### src/rtl/tpu_pkg.sv
// Shared types and defaults for the TPU tile scheduler: controller states,
// default geometry and the tile-count helper.
package tpu_pkg;

  localparam int TPU_TILE      = 4;
  localparam int TPU_ADDR_BITS = 16;

  typedef enum logic [2:0] {
    S_IDLE,
    S_LAUNCH,
    S_WAIT_HI,
    S_WAIT_LO,
    S_NEXT,
    S_FINISH
  } state_t;

  function automatic logic [7:0] ceil_div(input logic [7:0] num, input int unsigned den);
    return 8'((32'(num) + den - 32'd1) / den);
  endfunction

endpackage

### src/rtl/tpu_tile_addr_gen.sv
// Per-tile buffer base addresses and valid row/column masks, derived
// combinationally from the current tile coordinates and the latched GEMM shape.
module tpu_tile_addr_gen #(
  parameter int ADDR_BITS = 16,
  parameter int TILE      = 4
) (
  input  logic [7:0]           i_mt,
  input  logic [7:0]           i_nt,
  input  logic [7:0]           i_k,
  input  logic [7:0]           i_m,
  input  logic [7:0]           i_n,
  input  logic [7:0]           i_n_tiles,
  output logic [ADDR_BITS-1:0] o_a_base,
  output logic [ADDR_BITS-1:0] o_b_base,
  output logic [ADDR_BITS-1:0] o_c_base,
  output logic [TILE-1:0]      o_row_mask,
  output logic [TILE-1:0]      o_col_mask
);

  // Arithmetic is done at ADDR_BITS width so results wrap modulo 2**ADDR_BITS.
  always_comb begin
    o_a_base = ADDR_BITS'(i_mt) * ADDR_BITS'(i_k);
    o_b_base = ADDR_BITS'(i_nt) * ADDR_BITS'(i_k);
    o_c_base = (ADDR_BITS'(i_mt) * ADDR_BITS'(i_n_tiles) + ADDR_BITS'(i_nt))
               * ADDR_BITS'(TILE);
  end

  always_comb begin
    o_row_mask = '0;
    o_col_mask = '0;
    for (int unsigned i = 0; i < TILE; i++) begin
      o_row_mask[i] = (32'(i_mt) * 32'(TILE) + i) < 32'(i_m);
      o_col_mask[i] = (32'(i_nt) * 32'(TILE) + i) < 32'(i_n);
    end
  end

endmodule

### src/rtl/tpu_tile_sched.sv
// GEMM tile scheduler: walks output tiles row-major, launches the tile core
// once per tile and waits for its busy handshake, with a launch timeout.
module tpu_tile_sched
  import tpu_pkg::*;
#(
  parameter int ADDR_BITS      = TPU_ADDR_BITS,
  parameter int TILE           = TPU_TILE,
  parameter int LAUNCH_TIMEOUT = 8
) (
  input  logic                 clk,
  input  logic                 rst,
  input  logic                 start,
  input  logic [7:0]           K,
  input  logic [7:0]           M,
  input  logic [7:0]           N,
  output logic                 busy,
  output logic                 done,
  output logic                 err,
  output logic                 core_in_valid,
  input  logic                 core_busy,
  output logic [7:0]           core_K,
  output logic [ADDR_BITS-1:0] A_base,
  output logic [ADDR_BITS-1:0] B_base,
  output logic [ADDR_BITS-1:0] C_base,
  output logic [TILE-1:0]      row_mask,
  output logic [TILE-1:0]      col_mask
);

  localparam int TW = $clog2(LAUNCH_TIMEOUT + 1);

  state_t        r_state;
  state_t        w_next;
  logic          r_start;
  logic [7:0]    r_K, r_M, r_N;
  logic [7:0]    r_m_tiles, r_n_tiles;
  logic [7:0]    r_mt, r_nt;
  logic [TW-1:0] r_to;
  logic          r_done, r_err, r_civ;
  logic          w_capture, w_accept, w_timeout, w_zero, w_last;

  // A start is registered together with K/M/N and acted on the following IDLE
  // cycle, giving a two-cycle start-to-launch latency like the other paths.
  assign w_capture = start && (r_state == S_IDLE) && !r_start;
  assign w_zero    = (r_K == '0) || (r_M == '0) || (r_N == '0);
  assign w_last    = (r_nt == r_n_tiles - 8'd1) && (r_mt == r_m_tiles - 8'd1);

  always_comb begin
    w_next    = r_state;
    w_accept  = 1'b0;
    w_timeout = 1'b0;
    case (r_state)
      S_IDLE: begin
        if (r_start) begin
          w_accept = 1'b1;
          w_next   = w_zero ? S_FINISH : S_LAUNCH;
        end
      end
      S_LAUNCH:  w_next = S_WAIT_HI;
      S_WAIT_HI: begin
        if (core_busy) begin
          w_next = S_WAIT_LO;
        end else if (r_to == TW'(LAUNCH_TIMEOUT - 1)) begin
          w_timeout = 1'b1;
          w_next    = S_FINISH;
        end
      end
      S_WAIT_LO: if (!core_busy) w_next = S_NEXT;
      S_NEXT:    w_next = w_last ? S_FINISH : S_LAUNCH;
      S_FINISH:  w_next = S_IDLE;
      default:   w_next = S_IDLE;
    endcase
  end

  always_ff @(posedge clk) begin
    if (rst) begin
      r_state   <= S_IDLE;
      r_start   <= 1'b0;
      r_K       <= '0;
      r_M       <= '0;
      r_N       <= '0;
      r_m_tiles <= '0;
      r_n_tiles <= '0;
      r_mt      <= '0;
      r_nt      <= '0;
      r_to      <= '0;
      r_done    <= 1'b0;
      r_err     <= 1'b0;
      r_civ     <= 1'b0;
    end else begin
      r_state <= w_next;
      r_start <= w_capture;
      r_done  <= (w_next == S_FINISH);
      r_civ   <= (w_next == S_LAUNCH);
      r_to    <= (r_state == S_WAIT_HI) ? r_to + TW'(1) : '0;
      if (w_capture) begin
        r_K <= K;
        r_M <= M;
        r_N <= N;
      end
      if (w_accept) begin
        r_err     <= w_zero;
        r_mt      <= '0;
        r_nt      <= '0;
        r_m_tiles <= ceil_div(r_M, TILE);
        r_n_tiles <= ceil_div(r_N, TILE);
      end else if (w_timeout) begin
        r_err <= 1'b1;
      end
      if (r_state == S_NEXT && !w_last) begin
        if (r_nt == r_n_tiles - 8'd1) begin
          r_nt <= '0;
          r_mt <= r_mt + 8'd1;
        end else begin
          r_nt <= r_nt + 8'd1;
        end
      end
    end
  end

  tpu_tile_addr_gen #(
    .ADDR_BITS(ADDR_BITS),
    .TILE     (TILE)
  ) u_addr_gen (
    .i_mt      (r_mt),
    .i_nt      (r_nt),
    .i_k       (r_K),
    .i_m       (r_M),
    .i_n       (r_N),
    .i_n_tiles (r_n_tiles),
    .o_a_base  (A_base),
    .o_b_base  (B_base),
    .o_c_base  (C_base),
    .o_row_mask(row_mask),
    .o_col_mask(col_mask)
  );

  assign busy          = (r_state != S_IDLE);
  assign done          = r_done;
  assign err           = r_err;
  assign core_in_valid = r_civ;
  assign core_K        = r_K;

endmodule

### config.mk
export PLATFORM = sky130hd
export DESIGN_NAME = tpu_tile_sched
export DESIGN_NICKNAME = d
export VERILOG_FILES = /design/src/rtl/tpu_pkg.sv /design/src/rtl/tpu_tile_addr_gen.sv /design/src/rtl/tpu_tile_sched.sv
export SDC_FILE = /design/constraint.sdc
export NUM_CORES = 1
export LEC_CHECK = 0
export ABC_AREA = 1
export CAP_MARGIN = 20
export CORE_MARGIN = 1.5
export CORE_UTILIZATION = 62
export CTS_BUF_LIST = sky130_fd_sc_hd__clkbuf_4 sky130_fd_sc_hd__clkbuf_8 sky130_fd_sc_hd__clkbuf_16
export DETAILED_ROUTE_END_ITERATION = 7
export DONT_BUFFER_PORTS = 1
export GPL_TIMING_DRIVEN = 0
export MAX_ROUTING_LAYER = met4
export PLACE_DENSITY = 0.84
export SYNTH_ARGS = -nofsm -noshare
export SYNTH_HDL_FRONTEND = slang
export SYNTH_SLANG_ARGS = --single-unit
export TNS_END_PERCENT = 20
### constraint.sdc
create_clock -name clk -period 7.62 [get_ports clk]
set_input_delay 1.143 -clock clk [delete_from_list [all_inputs] [get_ports clk]]
set_output_delay 1.143 -clock clk [all_outputs]
set_load 0.02 [all_outputs]
=== Word-level counts from Yosys, hierarchy flattened ===
Index checks and enable logic that the tools add are counted.

* Input port bits: 28
* Register bits after elaboration: 67
* Word-level logic and storage cells: 86
* Output and inout port bits: 68

* Order comparisons: 8
* Multipliers: 3
* Eq/ne operators: 9
* Add/subtract/negate cells: 16
* Bitwise operators: 1
* Muxes and demuxes: 20
* Reduce and logical (&&, ||, !) cells: 16

{| class="wikitable"
|+ Operators by type and width
! cell !! number
|-
| $lt 32x8->1 || 6
|-
| $mux 8 || 6
|-
| $add 10x2->11 const B || 4
|-
| $mul 8x8->16 || 2
|-
| $logic_not 8->1 || 3
|-
| $add 10x1->11 const B || 2
|-
| $lt 10x8->1 || 2
|-
| $sub 9x1->10 const B || 2
|-
| $add 8x3->9 const B || 2
|-
| $mux 3 || 6
|-
| $add 8x1->8 const B || 2
|-
| $eq 8x8->1 || 2
|-
| $sub 8x1->8 const B || 2
|-
| $pmux 3 s5 || 1
|-
| $add 14x8->14 || 1
|-
| $mul 8x8->14 || 1
|-
| $mux 1 || 7
|-
| $eq 3x1->1 const B || 2
|-
| $eq 3x2->1 const B || 2
|-
| $eq 3x3->1 const B || 2
|-
| $add 4x1->4 const B || 1
|-
| $eq 4x3->1 const B || 1
|-
| $logic_and 1x1->1 || 4
|-
| $reduce_bool 2->1 || 2
|-
| other kinds (6) || 8
|}

=== Depth between registers and ports, before layout ===
Gate-level depths: netlist of the first run.

* Depth in word-level cells: 7
* Mapped depth: 21
* Depth with buffers taken out: 19

=== Hierarchy ===
Synthesis of the first run repeated with hierarchy kept, for this count alone.

* Cells, all modules: 1674
* Area total of the unflattened synthesis: 10964.3 µm²

{| class="wikitable"
|+ Modules (own cells, without submodules)
! module !! seq. area each (µm²) !! cells an instance !! instances !! area each (µm²)
|-
| tpu_tile_addr_gen || 0.0 || 1156 || 1 || 7534.7
|-
| tpu_tile_sched || 1301.2 || 518 || 1 || 3429.5
|}

=== Worst setup path before layout of the first run ===
OpenSTA, ideal clock, no wires.

* Path kind: flip-flop to output port
* From: reg r_K[7] (netlist: core_K[7])
* To: out B_base[13]
* Path buffers: 2
* Cell stages (with the launch flop): 19
* Data required time: 6.477 ns
* Path slack: 1.835 ns
* Data arrival time: 4.642 ns
* Path through: dfxtp_1 -> clkbuf_1 -> clkbuf_1 -> nand2_1 -> fa_1 -> fa_1 -> inv_1 -> fa_1 -> inv_1 -> fa_1 -> inv_1 -> ha_1 -> nand2_1 -> nand2_1 -> a21oi_1 -> o21ai_0 -> nand2_1 -> nand2_1 -> xor2_1

* Cells in the longest elaborated chain, start to end: 1

{| class="wikitable"
|+ Ends and longest elaborated chain
! what !! RTL line !! text
|-
| start: declaration || tpu_tile_sched.sv:34 || <nowiki>logic [7:0] r_K, r_M, r_N;</nowiki>
|-
| start signal: assignment || tpu_tile_sched.sv:78 || <nowiki>r_K <= '0;</nowiki>
|-
| start signal: assignment || tpu_tile_sched.sv:96 || <nowiki>r_K <= K;</nowiki>
|-
| $mul 8x8->16 || tpu_tile_addr_gen.sv:23 || <nowiki>o_b_base = ADDR_BITS'(i_nt) * ADDR_BITS'(i_k);</nowiki>
|-
| end: declaration || tpu_tile_sched.sv:23 || <nowiki>output logic [ADDR_BITS-1:0] B_base,</nowiki>
|}

Every way passes these cells.

=== Final worst setup path of the first run ===
Ends and elaborated chain as after synthesis.

==> results of run 1 <==
[worst max path at each step]
stage / startpoint / end / slack (ns)
6_report: core_K[7] / B_base[13] / 0.74
5_1_grt: core_K[7] / B_base[13] / 0.33
4_1_cts: core_K[7] / B_base[13] / 0.77
3_5_place_dp: core_K[7] / B_base[13] / 1.13
3_3_place_gp: core_K[7] / B_base[13] / 1.20
2_1_floorplan: core_K[7] / B_base[13] / 1.84
[cells by family (layout without fill, tap and decap cells)]
logic type	count (synthesis)	in the layout	share of synthesized area
and+or+nand+nor	497	497	0.196
other	1	2	0.000362
buffers and inverters	462	478	0.174
adders and majority gates	235	235	0.363
AOI/OAI and AO/OA	175	175	0.0962
DFF	65	65	0.126
xor gates and xnor gates	53	53	0.0449
[per-layer routing]
| metal | GRT usage | vias to the layer above | wire length (um) |
|---|---|---|---|
| li1 | - | 4455 | - |
| met1 | 0.370 | 4278 | 10600 |
| met2 | 0.496 | 283 | 11600 |
| met3 | 0.0384 | 44 | 1500 |
| met4 | 0.0818 | 0 | 631 |
| met5 | - | - | 0 |
[Yosys cell counts (all sizes together), types with 2 or more instances]
cell	instances
a2111o	2
a211oi	9
a21o	4
a21oi	78
a31oi	2
buf	22
clkbuf	42
dfxtp	65
fa	109
ha	126
inv	398
nand2	336
nand3	42
nand3b	2
nand4	4
nor2	96
nor3	9
nor4	3
o2111ai	2
o211ai	3
o21ai	64
o21bai	3
or2	5
xnor2	17
xor2	36
[per-stage QoR]
| step | area [um^2] | hold slack (ns) |
|---|---|---|
| after detailed placement | 10600 | 0.459 |
| after floorplan | 10400 | 0.418 |
| final | 11000 | 0.462 |
| after global routing | 11000 | 0.485 |
| after CTS | 11000 | 0.466 |
| after global placement | 10600 | 0.429 |
[layout by cell type (no fill, tap or decap), types with 3 or more instances in the layout]
master / count
a211oi_1: 9
nand4_1: 4
fa_1: 109
buf_4: 4
a21o_1: 4
clkbuf_16: 9
ha_1: 126
nand3_1: 39
nor2_1: 93
or2_2: 4
nand2_1: 334
xnor2_1: 17
buf_2: 8
buf_1: 5
o211ai_1: 3
xor2_1: 36
clkbuf_1: 42
nor4_1: 3
o21ai_0: 62
inv_1: 394
inv_2: 4
dfxtp_1: 65
nor3_1: 8
buf_6: 5
a21oi_1: 77
[state kept, by name, summed over array words and instances (netlist names), 4 cells and up]
register   flops
r_n_tiles      7
r_M            8
r_to           4
r_m_tiles      7
r_mt           8
r_N            8
r_nt           8
core_K         8
[cell type report]
type,instances,share of cell area
clock buffers,12,0.0237
multi-input cells,962,0.662
flip-flops and latches,65,0.119
inverters,398,0.136
well taps,220,0.0251
clock inverters,4,0.00685
plain buffers,64,0.0276
[power groups by stage]
stage	combinational (mW)	sequential, mW	clock (mW)
final	0.437	0.427	0.457
after global routing	0.485	0.432	0.476
after CTS	0.431	0.426	0.460
after detailed placement	0.427	0.433	0
after global placement	0.420	0.432	0
after floorplan	0.333	0.424	0
[worst max-delay path, stage by stage, from the launching register on]
cell,delay (ns)
dfxtp_1,0.46
clkbuf_1,0.46
clkbuf_1,0.50
nand2_1,0.16
fa_1,0.53
fa_1,0.54
inv_1,0.05
fa_1,0.53
inv_1,0.06
fa_1,0.53
inv_1,0.04
ha_1,0.36
nand2_1,0.07
nand2_1,0.07
a21oi_1,0.08
o21ai_0,0.38
nand2_1,0.10
nand2_1,0.09
xor2_1,0.38
==> impl_metrics.json, run 1 <==
{
  "status": "finished, final reports clean",
  "clockBufferDepth": 2,
  "clock_power_share": 0.346,
  "finalSetupTns_ns": 0,
  "r2r_end": "r_mt[7]",
  "grt_setup_unrepaired": "false",
  "reg2reg_depth": 15,
  "ys_ff_latch": 65,
  "die_h_um": 132,
  "die_w_um": 132,
  "regArea_um2": 1300,
  "yosys_warnings": 0,
  "seqPwrFrac": 0.323,
  "internal_power_mw": 0.818,
  "p_switching_mw": 0.504,
  "synth.distinct_cells": 49,
  "wire_per_inst_um": 14.1,
  "yosys.area.top_type_share": 0.211,
  "fill_cells": 1414,
  "critPathMaxFanout": 10,
  "fin_ws_ns": 0.737,
  "area_growth_pct": 5.94,
  "setup_violations": 0,
  "dieArea_um2": 17500,
  "synth_edf_count": 0,
  "clkLatencyLatePin_ns": 0.34,
  "cts_tree": "done",
  "fin_skew_ns": 0.00754,
  "drtIter0Drc": 580,
  "diodes": 0,
  "dp.cells": 1709,
  "via_per_inst": 5.25,
  "cts_resized": 0,
  "gr-total-overflow": 0,
  "first_global_vias": 8789,
  "r2r_start": "r_n_tiles[1]",
  "grt_pass1_wl_mm": 40.9,
  "row_count": 47,
  "fmax_mhz": 145,
  "drv_slew": 0,
  "hold_end": "r_to[0]",
  "globalplace.congestion": 0.921,
  "synth-async-reset-ratio": 0,
  "synth_area_leader_cell": "fa_1",
  "synth_seq_area_share": 0.126,
  "grt_max_degree": 12,
  "clkSinkCount": 65,
  "path_clk_slew_ns": 0.05,
  "peakVddDrop_v": 0.000210,
  "synthesis.area_um2": 10300,
  "grt.total_usage": 0.293,
  "max_cap_viol_count": 0,
  "cts_setup_buffers": 0,
  "hold_viol": 0,
  "core_area_um2": 16500,
  "cts_inserted_buffers": 9,
  "cp-end-kind": "output port",
  "drt_pre_antenna_iters": 6,
  "instances_no_fill": 1725,
  "critPathKind": "flip-flop to output port",
  "avgSynthCellArea_um2": 6.95,
  "period_share": 0.903,
  "post-route-util": 0.666,
  "critPathLaunchType": "flip-flop",
  "whs_path_depth": 1,
  "start_util": 0.628,
  "swShare": 0.381,
  "io_pins": 96,
  "synth_cells": 1488,
  "portBuffers": 0,
  "layout.nets": 1763,
  "num_vias": 9060,
  "required_ns": 6.48,
  "dpl.hpwl_mm": 19.5,
  "synthFlopType": "dfxtp_1",
  "hp-class": "flip-flop to flip-flop",
  "report.power.total_mw": 1.32,
  "ctsHoldBuffers": 0,
  "min_period_ns": 6.88,
  "drive_gt1_frac": 0.0365,
  "drcViolationCount": 0,
  "relSlewSlack": 0.526,
  "r2r_slack_ns": 5.45,
  "worstHoldStart": "r_to[0]",
  "p_leak_nw": 7.02,
  "worst_pin_slew_ns": 0.707,
  "cp_data_arrival_time_ns": 5.74,
  "antenna_found_initial": 0,
  "cts_root_buffer": "clkbuf_16",
  "antenna_left": 0,
  "synth_area_leaders": "fa_1 21%, ha_1 15%, inv_1 14%, dfxtp_1 13%, nand2_1 12%",
  "p_comb_frac": 0.331,
  "multiInputGateArea_um2": 7250,
  "htree_levels": 3,
  "wl_mm": 24.3,
  "power_density_nw_per_um2": 121,
  "post-place-ws_ns": 1.13
}
No activity file was read; power rests on OpenSTA's default activity.
==> run 2, diff against run 1 <==
Settings changed: CORE_UTILIZATION 62 to 60, PLACE_DENSITY 0.84 to 0.82.
==> run 2 against run 1 <==
Critical path depth did not move. Sequential cell count did not move. Sequential power barely moved. Wire length increased by 0.18%. Clock skew decreased by 0.00057 ns. Critical endpoint unchanged.
==> impl_metrics.json, run 2 (same netlist as run 1, synthesis figures left out) <==
{
  "portBuffers": 0,
  "htree_levels": 3,
  "power_density_nw_per_um2": 117,
  "core_area_um2": 16700,
  "gr-total-overflow": 0,
  "final_cell_mix": "394 x inv_1, 334 x nand2_1, 126 x ha_1",
  "slowest_delay_ns": 0.55,
  "critPathLaunchType": "flip-flop",
  "cp_data_arrival_time_ns": 5.67,
  "diodes": 0,
  "critPathKind": "flip-flop to output port",
  "grt.total_usage": 0.288,
  "area_growth_pct": 5.60,
  "dpl.hpwl_mm": 19.8,
  "cp-end-kind": "output port",
  "grt_setup_unrepaired": "false",
  "worstHoldStart": "r_to[0]",
  "swShare": 0.389,
  "drv_slew": 0,
  "clkSinkCount": 65,
  "cts_inserted_buffers": 9,
  "finalSetupTns_ns": 0,
  "drt_pre_antenna_iters": 5,
  "drtIter0Drc": 629,
  "met1_usage": 0.362,
  "fin_area_um2": 10900,
  "cpMostUsedCell": "nand2_1",
  "path_clk_slew_ns": 0.05,
  "via_per_inst": 5.28,
  "p_comb_frac": 0.340,
  "hp-class": "flip-flop to flip-flop",
  "grt_pass1_wl_mm": 40.8,
  "path_cells": "clkbuf_1 > clkbuf_1 > nand2_1 > fa_1 > fa_1 > inv_1 > fa_1 > inv_1 > fa_1 > inv_1 > ha_1 > nand2_1 > nand2_1 > a21oi_1 > o21ai_0 > nand2_1 > nand2_1 > xor2_1",
  "fin_ws_ns": 0.804,
  "drcViolationCount": 0,
  "hold_end": "r_to[0]",
  "use_met3": 0.0412,
  "fin_skew_ns": 0.00697,
  "critPathMaxFanout": 10,
  "die_h_um": 134,
  "required_ns": 6.48,
  "first_global_vias": 8950,
  "wire_per_inst_um": 14.1,
  "path_buf_inv": 5,
  "cts_root_buffer": "clkbuf_16",
  "internal_power_mw": 0.782,
  "dpl-instance-area_um2": 10600,
  "r2r_start": "r_n_tiles[1]",
  "antenna_found_initial": 0,
  "io_pins": 96,
  "post-place-ws_ns": 1.13,
  "die_w_um": 134,
  "ctsHoldBuffers": 0,
  "drive_gt1_frac": 0.0359,
  "seqPwrFrac": 0.334,
  "period_share": 0.895,
  "globalplace.congestion": 0.943,
  "cts_setup_buffers": 0,
  "cp_slowest_cell": "fa_1",
  "dieArea_um2": 18000,
  "p_switching_mw": 0.498,
  "layout.nets": 1763,
  "grt_max_degree": 11,
  "post-route-util": 0.654,
  "whs_ns": 0.449,
  "worst_pin_slew_ns": 0.698,
  "min_period_ns": 6.82,
  "cp_top_family": "adder cells",
  "fmax_mhz": 147,
  "clkLatencyLatePin_ns": 0.33,
  "final_common_cell": "inv_1",
  "peakVddDrop_v": 0.000165,
  "wl_mm": 24.3,
  "p_leak_nw": 7.02,
  "status": "finished, final reports clean",
  "start_util": 0.620,
  "max_cap_viol_count": 0,
  "r2r_end": "r_mt[5]",
  "setup_violations": 0,
  "antenna_left": 0,
  "hold_viol": 0,
  "grt.busiest_layer": "met2",
  "row_count": 47,
  "gr-usage-met2": 0.477,
  "cts_tree": "done",
  "r2r_slack_ns": 5.48,
  "clockBufferDepth": 2,
  "relSlewSlack": 0.532,
  "clock_power_share": 0.326,
  "whs_path_depth": 1,
  "reg2reg_depth": 16,
  "num_vias": 9099,
  "cts_resized": 0
}
[run 2: changes by cell type in the layout (fill, tap and decap cells not counted)]
cell        change
bufinv_16       -1
clkinv_2        +2
clkinvlp_4      -2
[run 2: final cells by class]
type	instances	area [um^2]
well taps	220	275
plain buffers	64	303
fillers	1473	5770
clock inverters	3	40.0
multi-input cells	962	7250
clock buffers	12	260
inverters	398	1490
flip-flops and latches	65	1300
[run 2: how the worst max path moves through the flow]
stage,start,end,slack [ns],cells past startpoint
after global routing,core_K[2],B_base[13],0.43,20
final,core_K[7],B_base[13],0.80,18
after CTS,core_K[7],B_base[13],0.76,18
after global placement,core_K[7],B_base[13],1.18,18
after detailed placement,core_K[7],B_base[13],1.13,18
after floorplan,core_K[7],B_base[13],1.84,18
[run 2: power groups by stage]
stage          sequential (mW)  clock (mW)  combinational [mW]
3_3_place_gp             0.432           0               0.419
3_5_place_dp             0.433           0               0.427
2_1_floorplan            0.424           0               0.333
5_1_grt                  0.432       0.434               0.488
6_report                 0.427       0.417               0.435
4_1_cts                  0.427       0.416               0.431
[run 2: layer usage]
metal	routed length (um)	vias up
met5	0	-
met4	773	0
met3	1580	64
met2	11500	327
met1	10500	4253
li1	-	4455
[run 2: worst reg2reg max path: stages (launching register included)]
cell and delay, ns:
dfxtp_1 0.32, buf_6 0.15, inv_1 0.08, ha_1 0.29, nand2_1 0.07, inv_1 0.04
nor2_1 0.07, o21ai_0 0.10, nor2_1 0.13, nand2_1 0.07, nor2_2 0.09, nand2_2 0.11
inv_2 0.08, nand3_4 0.10, buf_6 0.18, o21ai_2 0.11, a21oi_1 0.05
[run 2: metrics by stage]
| step | cells | power, mW |
|---|---|---|
| 6_report | 1724 | 1.28 |
| 3_5_place_dp | 1709 | 0.860 |
| 4_1_cts | 1724 | 1.27 |
| 2_1_floorplan | 1489 | 0.757 |
| 3_3_place_gp | 1709 | 0.851 |
| 5_1_grt | 1724 | 1.35 |
==> run 3, diff against run 2 <==
Settings changed: CELL_PAD_IN_SITES_DETAIL_PLACEMENT set to 1, CELL_PAD_IN_SITES_GLOBAL_PLACEMENT set to 1, CORE_ASPECT_RATIO set to 0.5, CORE_UTILIZATION 60 to 52, PLACE_DENSITY 0.82 to 0.94, TNS_END_PERCENT 20 to 100.
==> run 3 against run 2 <==
Sequential cell count unchanged. First-iteration DRC count grew 40%. Combinational power up 18%. Power increased by 12%. Critical path depth is 2 higher. Global-route usage is 12 points higher. Die area up 15%. Final area rose by 0.87%. Critical path type unchanged. Highest routed layer unchanged.
==> impl_metrics.json, run 3 (same netlist as run 1, synthesis figures left out) <==
{
  "status": "finished, final reports clean",
  "p_switching_mw": 0.608,
  "critPathMaxFanout": 10,
  "fin_skew_ns": 0.0117,
  "relSlewSlack": 0.438,
  "setup_violations": 0,
  "row_count": 36,
  "critPathKind": "flip-flop to output port",
  "clkSinkCount": 65,
  "layout.nets": 1763,
  "p_comb_frac": 0.357,
  "drcViolationCount": 0,
  "finalSetupTns_ns": 0,
  "grt_pass1_wl_mm": 62.4,
  "critPathLaunchType": "flip-flop",
  "grt_max_degree": 11,
  "min_period_ns": 7.35,
  "max_cap_viol_count": 0,
  "cts_inserted_buffers": 9,
  "dieArea_um2": 20800,
  "final_cell_mix": "394 x inv_1, 334 x nand2_1, 126 x ha_1",
  "path_clk_slew_ns": 0.06,
  "clock_power_share": 0.339,
  "first_global_vias": 11700,
  "swShare": 0.423,
  "num_vias": 10400,
  "io_pins": 96,
  "power_density_nw_per_um2": 130,
  "wl_mm": 39.6,
  "p_leak_nw": 7.04,
  "cts_tree": "done",
  "clockBufferDepth": 2,
  "fill_cells": 2597,
  "post-route-util": 0.566,
  "core_area_um2": 19500,
  "internal_power_mw": 0.828,
  "diodes": 0,
  "met1_usage": 0.443,
  "final_common_cell": "inv_1",
  "cp_data_arrival_time_ns": 6.21,
  "drv_slew": 0,
  "peakVddDrop_v": 0.000156,
  "grt_setup_unrepaired": "false",
  "use_met3": 0.0698,
  "htree_levels": 3,
  "period_share": 0.964,
  "drtIter0Drc": 879,
  "cp-end-kind": "output port",
  "dpl.hpwl_mm": 29.3,
  "portBuffers": 0,
  "worst_pin_slew_ns": 0.842,
  "via_per_inst": 5.88,
  "instances_no_fill": 1771,
  "area_growth_pct": 6.52,
  "grt.busiest_layer": "met2",
  "antenna_left": 0,
  "fmax_mhz": 136,
  "gr-total-overflow": 0,
  "drt_pre_antenna_iters": 6,
  "wire_per_inst_um": 22.4,
  "grt.total_usage": 0.405,
  "globalplace.congestion": 0.908,
  "gr-usage-met2": 0.690,
  "antenna_found_initial": 0,
  "required_ns": 6.48,
  "die_w_um": 203,
  "die_h_um": 103,
  "drive_gt1_frac": 0.0379,
  "ctsHoldBuffers": 0,
  "seqPwrFrac": 0.304,
  "hold_viol": 0,
  "hp-class": "flip-flop to flip-flop",
  "dp.cells": 1755,
  "cts_root_buffer": "clkbuf_16",
  "clkLatencyLatePin_ns": 0.35,
  "start_util": 0.532
}
run 3: cell types whose count changed in the layout (fill, tap and decap cells not counted), sizes merged:
cell / before / now
clkbuf: 54 / 56
bufinv: 1 / 2
clkinv: 2 / 0
run 3: metal layers:
| metal | up-vias | share of wire |
|---|---|---|
| met4 | 0 | 0.072 |
| met3 | 276 | 0.079 |
| li1 | 4453 | - |
| met1 | 5058 | 0.38 |
| met5 | - | 0 |
| met2 | 635 | 0.47 |
run 3: stage by stage:
step / hold WS (ns) / power, mW / setup slack [ns] / cell area, um^2
after global placement: 0.428 / 0.860 / 1.16 / 10700
after global routing: 0.497 / 1.48 / 0.0941 / 11000
after CTS: 0.466 / 1.40 / 0.320 / 11000
after detailed placement: 0.454 / 0.899 / 0.766 / 10700
after floorplan: 0.418 / 0.757 / 1.84 / 10400
final: 0.465 / 1.44 / 0.272 / 11000
run 3: worst paths after layout:
| kind | end | startpoint | cells after the start | slack (ns) |
|---|---|---|---|---|
| min reg2reg | r_to[0] | r_to[0] | 1 | 0.47 |
| min | r_to[0] | r_to[0] | 1 | 0.47 |
| max | B_base[13] | core_K[4] | 20 | 0.27 |
| max reg2reg | r_mt[2] | r_n_tiles[1] | 16 | 5.03 |
run 3: critical path: stages, from the launching register on:
cell	delay (ns)
dfxtp_1	0.53
clkbuf_1	0.49
clkbuf_2	0.42
nand2_1	0.12
inv_1	0.11
fa_1	0.43
ha_1	0.31
inv_1	0.06
fa_1	0.55
fa_1	0.71
inv_1	0.08
ha_1	0.40
nand2_1	0.07
o21ai_0	0.26
nand2_1	0.08
nand2_1	0.07
a21oi_1	0.08
o21ai_0	0.45
nand2_1	0.10
nand2_1	0.11
xor2_1	0.42
run 3: layout make-up:
cell class              count  area [um^2]  share of cell area
clock buffers              14          275              0.0250
plain buffers              64          305              0.0277
inverters                 398         1490               0.136
multi-input cells         962         7250               0.658
well taps                 266          333              0.0302
flip-flops and latches     65         1300               0.118
clock inverters             2         60.1             0.00545
run 3: what timing repair did:
action / CTS / global route
setup buffers: 0 / 0
resized for setup: 0 / 4
endpoints found under the hold margin: 0 / 0
setup endpoints to repair: 0 / 2
run 3: power groups by stage:
stage	Clock (mW)	Sequential [mW]	Combinational, mW
2_1_floorplan	0	0.424	0.333
3_3_place_gp	0	0.432	0.428
3_5_place_dp	0	0.437	0.462
4_1_cts	0.479	0.433	0.492
5_1_grt	0.495	0.438	0.545
6_report	0.488	0.436	0.513
